**config.mk**
```make
export PLATFORM = sky130hd
export DESIGN_NAME = dma_slave_ahb3l_ws
export DESIGN_NICKNAME = d
export VERILOG_FILES = /design/src/rtl/dma_ahb_pkg.sv /design/src/rtl/dma_ahb_strobe_gen.sv /design/src/rtl/dma_slave_ahb3l_ws.sv
export SDC_FILE = /design/constraint.sdc
export NUM_CORES = 1
export LEC_CHECK = 0
export BUFFER_PORTS_ARGS = -buffer_cell sky130_fd_sc_hd__buf_2
export CAP_MARGIN = 20
export CORE_MARGIN = 2
export CORE_UTILIZATION = 34
export DETAILED_ROUTE_END_ITERATION = 8
export GPL_TIMING_DRIVEN = 0
export HOLD_SLACK_MARGIN = 0.12
export PLACE_DENSITY = 0.78
export SLEW_MARGIN = 20
export SYNTH_ARGS = -nofsm -noshare
export SYNTH_HDL_FRONTEND = slang
export SYNTH_SLANG_ARGS = --single-unit
```
**constraint.sdc**
```tcl
create_clock -name i_hclk -period 1.5 [get_ports i_hclk]
set_input_delay 0.075 -clock i_hclk [delete_from_list [all_inputs] [get_ports i_hclk]]
set_output_delay 0.075 -clock i_hclk [all_outputs]
set_load 0.1 [all_outputs]
```
**src/rtl/dma_ahb_pkg.sv**
```systemverilog
// Shared AHB3-Lite encodings and bridge FSM state type for the DMA
// configuration-space slave.
package dma_ahb_pkg;

  localparam logic [1:0] HTRANS_IDLE   = 2'b00;
  localparam logic [1:0] HTRANS_BUSY   = 2'b01;
  localparam logic [1:0] HTRANS_NONSEQ = 2'b10;
  localparam logic [1:0] HTRANS_SEQ    = 2'b11;

  localparam logic [2:0] HSIZE_BYTE  = 3'd0;
  localparam logic [2:0] HSIZE_HALF  = 3'd1;
  localparam logic [2:0] HSIZE_WORD  = 3'd2;
  localparam logic [2:0] HSIZE_DWORD = 3'd3;

  localparam logic HRESP_OKAY  = 1'b0;
  localparam logic HRESP_ERROR = 1'b1;

  typedef enum logic [1:0] {
    ST_IDLE,
    ST_ACCESS,
    ST_ERR1,
    ST_ERR2
  } state_e;

endpackage

```
**src/rtl/dma_ahb_strobe_gen.sv**
```systemverilog
// Combinational byte-lane strobe and legality decode from HSIZE and the
// low address bits.
module dma_ahb_strobe_gen #(
  parameter int unsigned DW = 32
) (
  input  logic [2:0]                    hsize_i,
  input  logic [$clog2(DW/8)-1:0]       addr_lo_i,
  output logic [DW/8-1:0]               strobe_o,
  output logic                          illegal_o
);

  localparam int unsigned NB = DW / 8;
  localparam int unsigned LW = $clog2(NB);

  logic [NB-1:0] mask;
  logic          misaligned;

  // Mask of 2^hsize bytes shifted to the addressed lane; misaligned when any
  // address bit below hsize is set.
  always_comb begin
    mask       = '0;
    misaligned = 1'b0;
    for (int unsigned i = 0; i < NB; i++) begin
      if (i < (32'd1 << hsize_i)) mask[i] = 1'b1;
    end
    for (int unsigned i = 0; i < LW; i++) begin
      if ((i < 32'(hsize_i)) && addr_lo_i[i]) misaligned = 1'b1;
    end
    strobe_o  = mask << addr_lo_i;
    illegal_o = (32'(hsize_i) > LW) || misaligned;
  end

endmodule

```
**src/rtl/dma_slave_ahb3l_ws.sv**
```systemverilog
// AHB3-Lite to DMA register-file bridge with register-side wait states and
// two-cycle ERROR responses. Optional stall watchdog: DMA_SLAVE_TIMEOUT_EN.
module dma_slave_ahb3l_ws
  import dma_ahb_pkg::*;
#(
  parameter int unsigned AW      = 32,
  parameter int unsigned DW      = 32,
  parameter int unsigned TIMEOUT = 16
) (
  input  logic              i_hclk,
  input  logic              i_hreset,
  input  logic              i_hsel,
  input  logic [1:0]        i_htrans,
  input  logic [2:0]        i_hsize,
  input  logic              i_hwrite,
  input  logic              i_hready,
  input  logic [AW-1:0]     i_haddr,
  input  logic [DW-1:0]     i_hwdata,
  output logic              o_hreadyout,
  output logic              o_hresp,
  output logic [DW-1:0]     o_hrdata,
  output logic [AW-1:0]     o_addr,
  output logic              o_read_en,
  output logic              o_write_en,
  output logic [DW/8-1:0]   o_byte_strobe,
  output logic [DW-1:0]     o_wdata,
  input  logic [DW-1:0]     i_rdata,
  input  logic              i_ready,
  input  logic              i_err
);

  localparam int unsigned NB = DW / 8;
  localparam int unsigned LW = $clog2(NB);

  state_e          state_q;
  logic [AW-1:0]   addr_q;
  logic [NB-1:0]   strb_q;
  logic            rd_q;
  logic            wr_q;
  logic            hready_q;
  logic            hresp_q;

  logic [NB-1:0]   strb_c;
  logic            illegal_c;
  logic            accept_c;
  logic            done_c;
  logic            unused_c;

  dma_ahb_strobe_gen #(.DW(DW)) u_strobe_gen (
    .hsize_i   (i_hsize),
    .addr_lo_i (i_haddr[LW-1:0]),
    .strobe_o  (strb_c),
    .illegal_o (illegal_c)
  );

  assign accept_c = i_hsel & i_hready & i_htrans[1];
  // States in which a new address phase may be taken on this edge.
  assign done_c   = (state_q == ST_IDLE) || (state_q == ST_ERR2) ||
                    ((state_q == ST_ACCESS) && i_ready && !i_err);
  assign unused_c = i_htrans[0] ^ (^32'(TIMEOUT));

`ifdef DMA_SLAVE_TIMEOUT_EN
  localparam int unsigned CW = $clog2(TIMEOUT);
  logic [CW-1:0] cnt_q;
`endif

  always_ff @(posedge i_hclk) begin
    if (i_hreset) begin
      state_q  <= ST_IDLE;
      addr_q   <= '0;
      strb_q   <= '0;
      rd_q     <= 1'b0;
      wr_q     <= 1'b0;
      hready_q <= 1'b1;
      hresp_q  <= HRESP_OKAY;
`ifdef DMA_SLAVE_TIMEOUT_EN
      cnt_q    <= '0;
`endif
    end else if (done_c) begin
      if (accept_c && !illegal_c) begin
        state_q  <= ST_ACCESS;
        addr_q   <= i_haddr;
        strb_q   <= strb_c;
        rd_q     <= !i_hwrite;
        wr_q     <= i_hwrite;
        hready_q <= 1'b1;
        hresp_q  <= HRESP_OKAY;
`ifdef DMA_SLAVE_TIMEOUT_EN
        cnt_q    <= '0;
`endif
      end else begin
        // Illegal transfers never reach the register side.
        state_q  <= accept_c ? ST_ERR1 : ST_IDLE;
        addr_q   <= '0;
        strb_q   <= '0;
        rd_q     <= 1'b0;
        wr_q     <= 1'b0;
        hready_q <= !accept_c;
        hresp_q  <= accept_c ? HRESP_ERROR : HRESP_OKAY;
      end
    end else begin
      unique case (state_q)
        ST_ACCESS: begin
          if (i_ready) begin
            state_q  <= ST_ERR2;
            addr_q   <= '0;
            strb_q   <= '0;
            rd_q     <= 1'b0;
            wr_q     <= 1'b0;
            hready_q <= 1'b1;
            hresp_q  <= HRESP_ERROR;
`ifdef DMA_SLAVE_TIMEOUT_EN
          end else if (cnt_q == CW'(TIMEOUT - 1)) begin
            state_q  <= ST_ERR1;
            addr_q   <= '0;
            strb_q   <= '0;
            rd_q     <= 1'b0;
            wr_q     <= 1'b0;
            hready_q <= 1'b0;
            hresp_q  <= HRESP_ERROR;
          end else begin
            cnt_q    <= cnt_q + CW'(1);
`endif
          end
        end
        ST_ERR1: begin
          state_q  <= ST_ERR2;
          hready_q <= 1'b1;
          hresp_q  <= HRESP_ERROR;
        end
        default: ;
      endcase
    end
  end

  // Register-side completion is reflected on HREADYOUT in the same cycle.
  assign o_hreadyout   = (state_q == ST_ACCESS) ? (i_ready & !i_err) : hready_q;
  assign o_hresp       = hresp_q | ((state_q == ST_ACCESS) & i_ready & i_err);
  assign o_hrdata      = i_rdata;
  assign o_wdata       = i_hwdata;
  assign o_addr        = addr_q;
  assign o_byte_strobe = strb_q;
  assign o_read_en     = rd_q;
  assign o_write_en    = wr_q;

endmodule

```
Word level (Yosys, flattened, before mapping)
Index checks and enable logic that the tools add are counted.

word-level totals
  bits in registers = 42
  output and inout port bits = 104

operators by class
  order comparisons = 7
  equality and inequality tests = 4
  shift operators = 2
  mux-type cells = 33
  bitwise operators = 6
  reduce and logical (&&, ||, !) cells = 18

operator list
  operator              number
  $mux 32               4
  $lt 1x32->1 const A   2
  $lt 2x32->1 const A   2
  $shl 1x3->32 const A  1
  $mux 1                19
  $mux 4                4
  $mux 2                4
  $lt 1x3->1 const A    2
  $and 1x1->1           5
  $logic_and 1x1->1     5
  $eq 2x2->1 const B    2
  $logic_not 1->1       4
  $pmux 2 s2            1
  $reduce_and 2->1      2
  $reduce_bool 2->1     2
  $shl 4x2->4           1
  $gt 3x2->1 const B    1
  $logic_or 1x1->1      3
  $ne 3x3->1 const B    1
  $reduce_bool 3->1     1
  $eq 2x1->1 const B    1
  $logic_not 2->1       1
  $pmux 1 s2            1
  $or 1x1->1            1

Logic depth before layout (Yosys ltp)
Gate-level depths: netlist (run 1).

  depth in word-level cells = 9
  depth in mapped cells = 7

By module
A second synthesis (run 1) with hierarchy kept.

unflattened totals
  cells, all modules = 187
  area total of the unflattened synthesis = 1950.6 um2

modules (own cells, without submodules)
  module              times used  cells each  area an instance (um2)  sequential area each (um2)
  dma_slave_ahb3l_ws  1           176         1888.1                  820.8
  dma_ahb_strobe_gen  1           11          62.6                    0.0

Least setup slack after synthesis (run 1)
No wires, ideal clock.

  path kind = register -> output
  from = register state_q[1]
  to = output port o_hreadyout
  arrival = 2728 ps
  path slack = -1303 ps
  cell stages (with the launch flop) = 4
  cells stage by stage = dfxtp_1 -> inv_1 -> ha_1 -> o21ai_0

between the ends
  word-level cells in the longest chain between the ends = 2

RTL lines
  item                    line                       source
  start, declared         dma_slave_ahb3l_ws.sv:35   state_e state_q;
  start signal, assigned  dma_slave_ahb3l_ws.sv:93   state_q <= accept_c ? ST_ERR1 : ST_IDLE;
  $eq 2x1->1              dma_slave_ahb3l_ws.sv:137  assign o_hreadyout = (state_q == ST_ACCESS) ? (i_ready & !i_err) : hready_q;
  $mux 1                  dma_slave_ahb3l_ws.sv:137
  end, declared           dma_slave_ahb3l_ws.sv:19   output logic o_hreadyout,

No other way between the ends.

Worst setup path in the final report (run 1)
  from = register state_q[1]
  to = register addr_q[16], in the netlist o_addr[16]

between the ends
  word-level cells in the longest chain between the ends = 6
  elaborated cells on any way between the ends = 11
  classes of those cells = eq/ne: 2; mux: 1; reduce/logical: 8

RTL lines
  item                             line                                                 source
  $eq 2x1->1                       dma_slave_ahb3l_ws.sv:59, dma_slave_ahb3l_ws.sv:102
  $logic_and 1x1->1 (2 in series)  dma_slave_ahb3l_ws.sv:59                             ((state_q == ST_ACCESS) && i_ready && !i_err);
  $logic_or 1x1->1                 dma_slave_ahb3l_ws.sv:58                             assign done_c = (state_q == ST_IDLE) || (state_q == ST_ERR2) ||
  $reduce_bool 2->1 (no line)      -
  $reduce_and 2->1 (no line)       -
  end signal, assigned             dma_slave_ahb3l_ws.sv:82                             addr_q <= i_haddr;
  end, declared                    dma_slave_ahb3l_ws.sv:36                             logic [AW-1:0] addr_q;

Parallel ways exist; a longest one is shown, timed or not.
A chain may end at the register's enable or synchronous reset.

==> impl_metrics.ini, run 1 <==
[place]
gp_congestion = 0.770
hpwl_um = 4940
placed_cell_area_mm2 = 0.00316
port_buffers = 146

[clock_network]
cts-root-buf = clkbuf_8
clk_pin_slew_worst_paths_ns = 0.09
clockBufferDepth = 2
cts_made_buffers = 5
clock_latency_ns = 0.30
htree_levels = 2
cts_tree = built
clock-sinks = 41

[critical_path]
critPathKind = flip-flop to flip-flop
worstPathRequired_ns = 1.67
crit_fanout = 10
cp.depth = 7
path_cells = inv_4 -> ha_4 -> and3b_2 -> o21ai_4 -> buf_6 -> buf_12 -> o32ai_2
startpoint_type = flip-flop
critPathArrivalTime_ns = 1.64
crit_path_end_kind = flip-flop
slowest_stage = dfxtp_4
cpPeakStageDelay_ns = 0.39
cpLargestDelayFamily = flip-flops
cp_num_buf_inv = 3
reg2reg_depth = 7

[timing]
fmax_ghz = 0.682
relSlewSlack = 0.650
rsz0062_at_grt = true
report.final.slew_viol_count = 0
tightest_slew_ns = 0.528
hold_viol_final = 0
fin_crit_ns = 1.47
finClkSkew_ns = 0.00695
period_share = 0.977
finalSetupViolations = 0

[route]
dr.pass1.iters = 4
post_drt_via_cell_ratio = 4.63
first_iter_violations = 56
postRouteAntennaNets = 0
vias = 2487
wl_um = 7130
routedWlPerCell_um = 13.3
route.detailed.drc = 0

[status]
status = finished clean

[floorplan]
num_rows = 29
dieArea_mm2 = 0.00744
core_region_area_mm2 = 0.00646
die_height_um = 86.3
initial_core_util = 0.356
boundaryPins = 212
die_x_um = 86.3

[pwr]
power.leakage_nw = 1.94
worst_ir_drop_vdd_uv = 637
p_total_w = 0.00488
powerDensity_mw_per_mm2 = 1230

[synthesis]
synthesis.area_mm2 = 0.00230
avgSynthCellArea_um2 = 8.72
yosys.cell_types.count = 36
syn_nets = 375
synthCells = 264
ys_ff_latch = 41
yosysWarnings = 0
yosysSeqAreaShare = 0.357

[job]
maxCapViolCount = 0

[global_routing]
grtUsageTotal = 0.175
grt_max_degree = 14
antenna_found_initial = 0
grt_remaining_overflow = 0
grt_pass1_vias = 2348
grt_pass1_wl_um = 10400

[layout]
drive_gt1_frac = 0.620
syn_to_final_growth_pct = 72.8
n_fill_cell = 539
nets = 570
n_antenna_cell = 0
final_area_mm2 = 0.00398

[worst_hold_path]
hold_class = input port to flip-flop
hold_path_depth = 3
==> worst register-to-register path: cells and delay by family (launching register included) <==
kind	cells	cell delay (ns)
flip-flops	1	0.39
AO/OA/AOI/OAI	2	0.23
adder cells (fa/ha/maj)	1	0.17
buffers and inverters	3	0.35
AND/OR/NAND/NOR	1	0.23
==> Yosys cell counts, drive strengths merged <==
library cell  count  area [µm²]
a221oi            2        23.8
o21ai             4        27.5
clkbuf            3        11.3
a32oi             1        8.76
o22ai             2        12.5
nor4              1        21.3
and3b             1        8.76
a211o             1        8.76
nand3b            3        22.5
a21oi             1        5.00
and3              1        6.26
inv              74         278
or4               1        7.51
nor2              4        15.0
buf              72         532
o32ai            35         352
o21a              1        7.51
nand3             1        5.00
a211oi            2        20.0
o2111ai           2        17.5
dfxtp            41         821
o21bai            1        7.51
nand2b            1        6.26
ha                3        37.5
nand2             2        7.51
o31ai             1        12.5
nor3              1        5.00
nor2b             1        6.26
a21o              1        7.51
==> cells by family after synthesis <==
| group | Yosys count | synth area share |
|---|---|---|
| compound gates | 54 | 0.222 |
| fa+ha+maj | 3 | 0.0163 |
| buf+inv | 149 | 0.357 |
| flops | 41 | 0.357 |
| simple gates | 17 | 0.0484 |
==> cells in the final DEF, fill, tap and decap left out, drive strengths merged, types with 3 or more instances in the layout <==
master,count
buf,229
inv,74
dfxtp,41
o32ai,35
dlygate4sd3,32
clkbuf,7
nor2,4
o21ai,4
nand3b,3
ha,3
==> where the power goes <==
part           internal [W]  switching [W]
clock network      0.000321       0.000392
registers           0.00114      0.0000432
logic               0.00107        0.00191
==> flip-flops by register name (all words and copies together), names as in the netlist <==
name,count
o_write_en,1
o_byte_strobe,4
o_read_en,1
state_q,2
hready_q,1
o_addr,32
==> what timing repair did <==
item | 4_1_cts | 5_1_grt
pin swaps | 4 | 2
cloned | 2 | 0
buffers inserted | 8 | 0
hold buffers | 32 | 0
gates resized for setup | 27 | 34
hold endpoints to repair | 35 | 0
setup endpoints to repair | 38 | 37
==> path summary, 6_finish.rpt <==
check                                                to  slack (ns)                     from
worst min-delay path             o_addr[0]$_SDFFE_PP0P_        0.15               i_haddr[0]
worst min register to register   o_addr[4]$_SDFFE_PP0P_        0.46   o_addr[4]$_SDFFE_PP0P_
worst max register to register  o_addr[16]$_SDFFE_PP0P_        0.03  state_q[1]$_SDFFE_PP0P_
worst max-delay path            o_addr[16]$_SDFFE_PP0P_        0.03  state_q[1]$_SDFFE_PP0P_
==> stage by stage <==
| stage | hold slack, ns | utilization | TNS, ns | worst slack [ns] | instances |
|---|---|---|---|---|---|
| 6_report | 0.149 | 0.616 | 0 | 0.0347 | 537 |
| 5_1_grt | 0.169 | 0.616 | -0.0901 | -0.0157 | 537 |
| 4_1_cts | 0.127 | 0.582 | 0 | 0.00814 | 537 |
| 3_5_place_dp | 0.311 | 0.490 | -8.03 | -0.274 | 487 |
| 3_3_place_gp | 0.300 | 0.490 | -7.05 | -0.235 | 487 |
| 2_1_floorplan | 0.141 | - | -0.187 | -0.00759 | 264 |
==> area by class of cell <==
cell class | count | area (µm²) | share of cell area
plain buffers | 75 | 609 | 0.153
clock buffers | 5 | 68.8 | 0.0173
clock inverters | 3 | 17.5 | 0.00441
inverters | 74 | 280 | 0.0705
multi-input cells | 74 | 925 | 0.233
flip-flops and latches | 41 | 826 | 0.208
well taps | 77 | 96.3 | 0.0242
repair buffers | 188 | 1150 | 0.290
==> metal layers <==
metal  track usage  vias up  part of all wire  wire (µm)
met5             0        -                 0          0
met4        0.0739        0             0.025        177
met3        0.0419       14             0.075        537
met2         0.340      116              0.55       3960
met1         0.177     1167              0.35       2460
li1              -     1190                 -          -
Note: power is estimated with default switching activity, not from simulation.
==> inputs of run 2 (changes only) <==
--- a/config.mk
+++ b/config.mk
@@ -5,6 +5,7 @@
 export SDC_FILE = /design/constraint.sdc
 export NUM_CORES = 1
 export LEC_CHECK = 0
+export ABC_AREA = 1
 export BUFFER_PORTS_ARGS = -buffer_cell sky130_fd_sc_hd__buf_2
 export CAP_MARGIN = 20
 export CORE_MARGIN = 2
@@ -12,8 +13,9 @@
 export DETAILED_ROUTE_END_ITERATION = 8
 export GPL_TIMING_DRIVEN = 0
 export HOLD_SLACK_MARGIN = 0.12
-export PLACE_DENSITY = 0.78
+export PLACE_DENSITY = 0.77
 export SLEW_MARGIN = 20
 export SYNTH_ARGS = -nofsm -noshare
 export SYNTH_HDL_FRONTEND = slang
+export SYNTH_HIERARCHICAL = 1
 export SYNTH_SLANG_ARGS = --single-unit
==> run 2 against run 1 <==
  * Largest cell class unchanged
  * Wire length is 2.6% higher
  * Maximum frequency is 1.3% higher
  * Synthesized cell count is 13% higher
  * Area after synthesis is 2.1% higher
  * Utilization is 5.3 points lower
  * Non-clock buffer count is 3 higher
  * Combinational power is 16% higher
==> impl_metrics.ini, run 2 <==
[worst_hold_path]
holdPathEnd = o_byte_strobe[0]$_SDFFE_PP0P_
hp-start = i_haddr[0]
hold_class = input port to flip-flop
hold_path_depth = 4

[floorplan]
num_rows = 30
initial_core_util = 0.348
boundaryPins = 212
dieArea_mm2 = 0.00759
die_x_um = 87.1
die_height_um = 87.1
core_region_area_mm2 = 0.00676

[layout]
n_antenna_cell = 0
nets = 597
layout_common_cells = 145 x buf_2, 70 x buf_4, 39 x dfxtp_1
drive_gt1_frac = 0.565
multi_input_area_um2 = 918
syn_to_final_growth_pct = 61.8
largest_reg_flops = 32
seq_area_um2 = 826
mostFrequentLayoutCell = buf_2
fin_cells = 567
n_fill_cell = 617

[route]
postRouteAntennaNets = 0
routedWlPerCell_um = 12.9
vias = 2630
route.detailed.drc = 0
dr.pass1.iters = 4
wl_um = 7320
first_iter_violations = 46
post_drt_via_cell_ratio = 4.64

[synthesis]
syn_nets = 408
synthesis.area_mm2 = 0.00235
async_reset_ff_frac = 0
synth_top_area_frac = 0.349
yosysSeqAreaShare = 0.349
yosys.cell_types.count = 19
ys_top_cells_by_area = dfxtp_1 35%, buf_4 21%, nand4_1 10%
synth_top_cells_by_count = 65 x buf_4, 41 x dfxtp_1, 40 x nand2_1, 38 x nand4_1, 30 x a21oi_1
synth_edf_count = 0
avgSynthCellArea_um2 = 7.91
synthCells = 297
yosysWarnings = 6
synth.most_common_cell = buf_4
ys_ff_latch = 41
yosysTopAreaCell = dfxtp_1
synth_ff_type = dfxtp_1

[clock_network]
clk_pin_slew_worst_paths_ns = 0.08
cts_tree = built
cts_made_buffers = 5
cts-root-buf = clkbuf_8
htree_levels = 2
clockBufferDepth = 2
clock-sinks = 41
clock_latency_ns = 0.29

[timing]
finClkSkew_ns = 0.00416
setup_tns_ns = 0
final.setup.worst_slack_ns = 0.0530
rsz0062_at_grt = true
report.final.slew_viol_count = 0
hold_ws_ns = 0.129
finalSetupViolations = 0
fmax_ghz = 0.691
fin_crit_ns = 1.45
hold_viol_final = 0
tightest_slew_ns = 0.710
relSlewSlack = 0.526
period_share = 0.965

[place]
gp_congestion = 0.741
hpwl_um = 5090
port_buffers = 145
dp_cells = 522
place_ws_ns = -0.132

[critical_path]
slowest_stage = dfxtp_2
critPathArrivalTime_ns = 1.60
reg2reg_from = state_q[0]$_SDFFE_PP0P_
ff2ff_setup_slack_ns = 0.05
cp_num_buf_inv = 3
crit_fanout = 5
cpLargestDelayFamily = buffers and inverters
cp.depth = 9
worstPathRequired_ns = 1.65
path_cells = buf_6 -> ha_4 -> nand3_4 -> nand3_2 -> nand2_2 -> buf_6 -> clkbuf_16 -> nand2_2 -> a21oi_2
cpPeakStageDelay_ns = 0.36
startpoint_type = flip-flop
timing.rr.end = o_addr[18]$_SDFFE_PP0P_
crit_path_end_kind = flip-flop
critPathKind = flip-flop to flip-flop
reg2reg_depth = 9

[global_routing]
grt_pass1_vias = 2409
grt_pass1_wl_um = 10700
grt_max_degree = 13
grtUsageTotal = 0.176
grt_remaining_overflow = 0
antenna_found_initial = 0

[status]
status = finished clean

[pwr]
worst_ir_drop_vdd_uv = 1100
p_total_w = 0.00559
power.leakage_nw = 1.86
powerDensity_mw_per_mm2 = 1470

[job]
maxCapViolCount = 0
run 2: stage by stage:
stage | utilization | cell area (µm²)
after floorplan | - | 2360
after global placement | 0.471 | 3190
after detailed placement | 0.471 | 3190
after CTS | 0.549 | 3710
after global routing | 0.562 | 3800
final | 0.562 | 3800
run 2: cell families (layout without fill, tap and decap cells):
kind of cell	after synthesis	count (layout)	synth area share
compound gates	46	46	0.114
fa+ha+maj	3	3	0.0160
buf+inv	100	290	0.286
flops	41	41	0.349
simple gates	107	107	0.235
run 2: repair_timing:
| action | in CTS | in global routing |
|---|---|---|
| endpoints found under the hold margin | 36 | 0 |
| pin swaps | 0 | 5 |
| cloned | 0 | 1 |
| hold buffers | 34 | 0 |
| setup endpoints to repair | 43 | 43 |
| setup buffers | 2 | 0 |
| gates resized for setup | 13 | 23 |
run 2: layout make-up:
| class | count | share of cell area |
|---|---|---|
| inverter | 16 | 0.0165 |
| buffer | 84 | 0.170 |
| clock buffer | 7 | 0.0227 |
| timing repair buffer | 182 | 0.298 |
| multi-input combinational | 156 | 0.242 |
| sequential | 41 | 0.217 |
| tap | 80 | 0.0263 |
| clock inverter | 1 | 0.00790 |
run 2: how the worst max path moves through the flow:
stage / slack (ns) / start / to
after global routing: -0.03 / state_q[1]$_SDFFE_PP0P_ / o_addr[18]$_SDFFE_PP0P_
after global placement: -0.10 / state_q[1]$_SDFFE_PP0P_ / state_q[0]$_SDFFE_PP0P_
after floorplan: 0.05 / state_q[1]$_SDFFE_PP0P_ / o_addr[10]$_SDFFE_PP0P_
after CTS: 0.01 / state_q[1]$_SDFFE_PP0P_ / state_q[0]$_SDFFE_PP0P_
final: 0.05 / state_q[0]$_SDFFE_PP0P_ / o_addr[18]$_SDFFE_PP0P_
after detailed placement: -0.13 / state_q[1]$_SDFFE_PP0P_ / o_addr[18]$_SDFFE_PP0P_
run 2: metal layers:
layer	wire [µm]	GRT usage	vias to the layer above
met3	564	0.0341	13
met1	2820	0.203	1175
met2	3810	0.327	133
li1	-	-	1309
met4	125	0.0517	0
met5	0	0	-
run 2: where the power goes:
part | internal (W) | switching, W | total, W | leakage, nW
clock network | 0.000543 | 0.000388 | 0.000931 | 0.0585
registers | 0.00115 | 0.0000541 | 0.00120 | 0.332
logic | 0.00115 | 0.00231 | 0.00345 | 1.47
total | 0.00284 | 0.00275 | 0.00559 | 1.86
run 2: worst register-to-register path, cell delays in order, from the launching register on:
cell	delay, ns
dfxtp_2	0.36
buf_6	0.10
ha_4	0.16
nand3_4	0.11
nand3_2	0.10
nand2_2	0.06
buf_6	0.14
clkbuf_16	0.16
nand2_2	0.06
a21oi_2	0.05
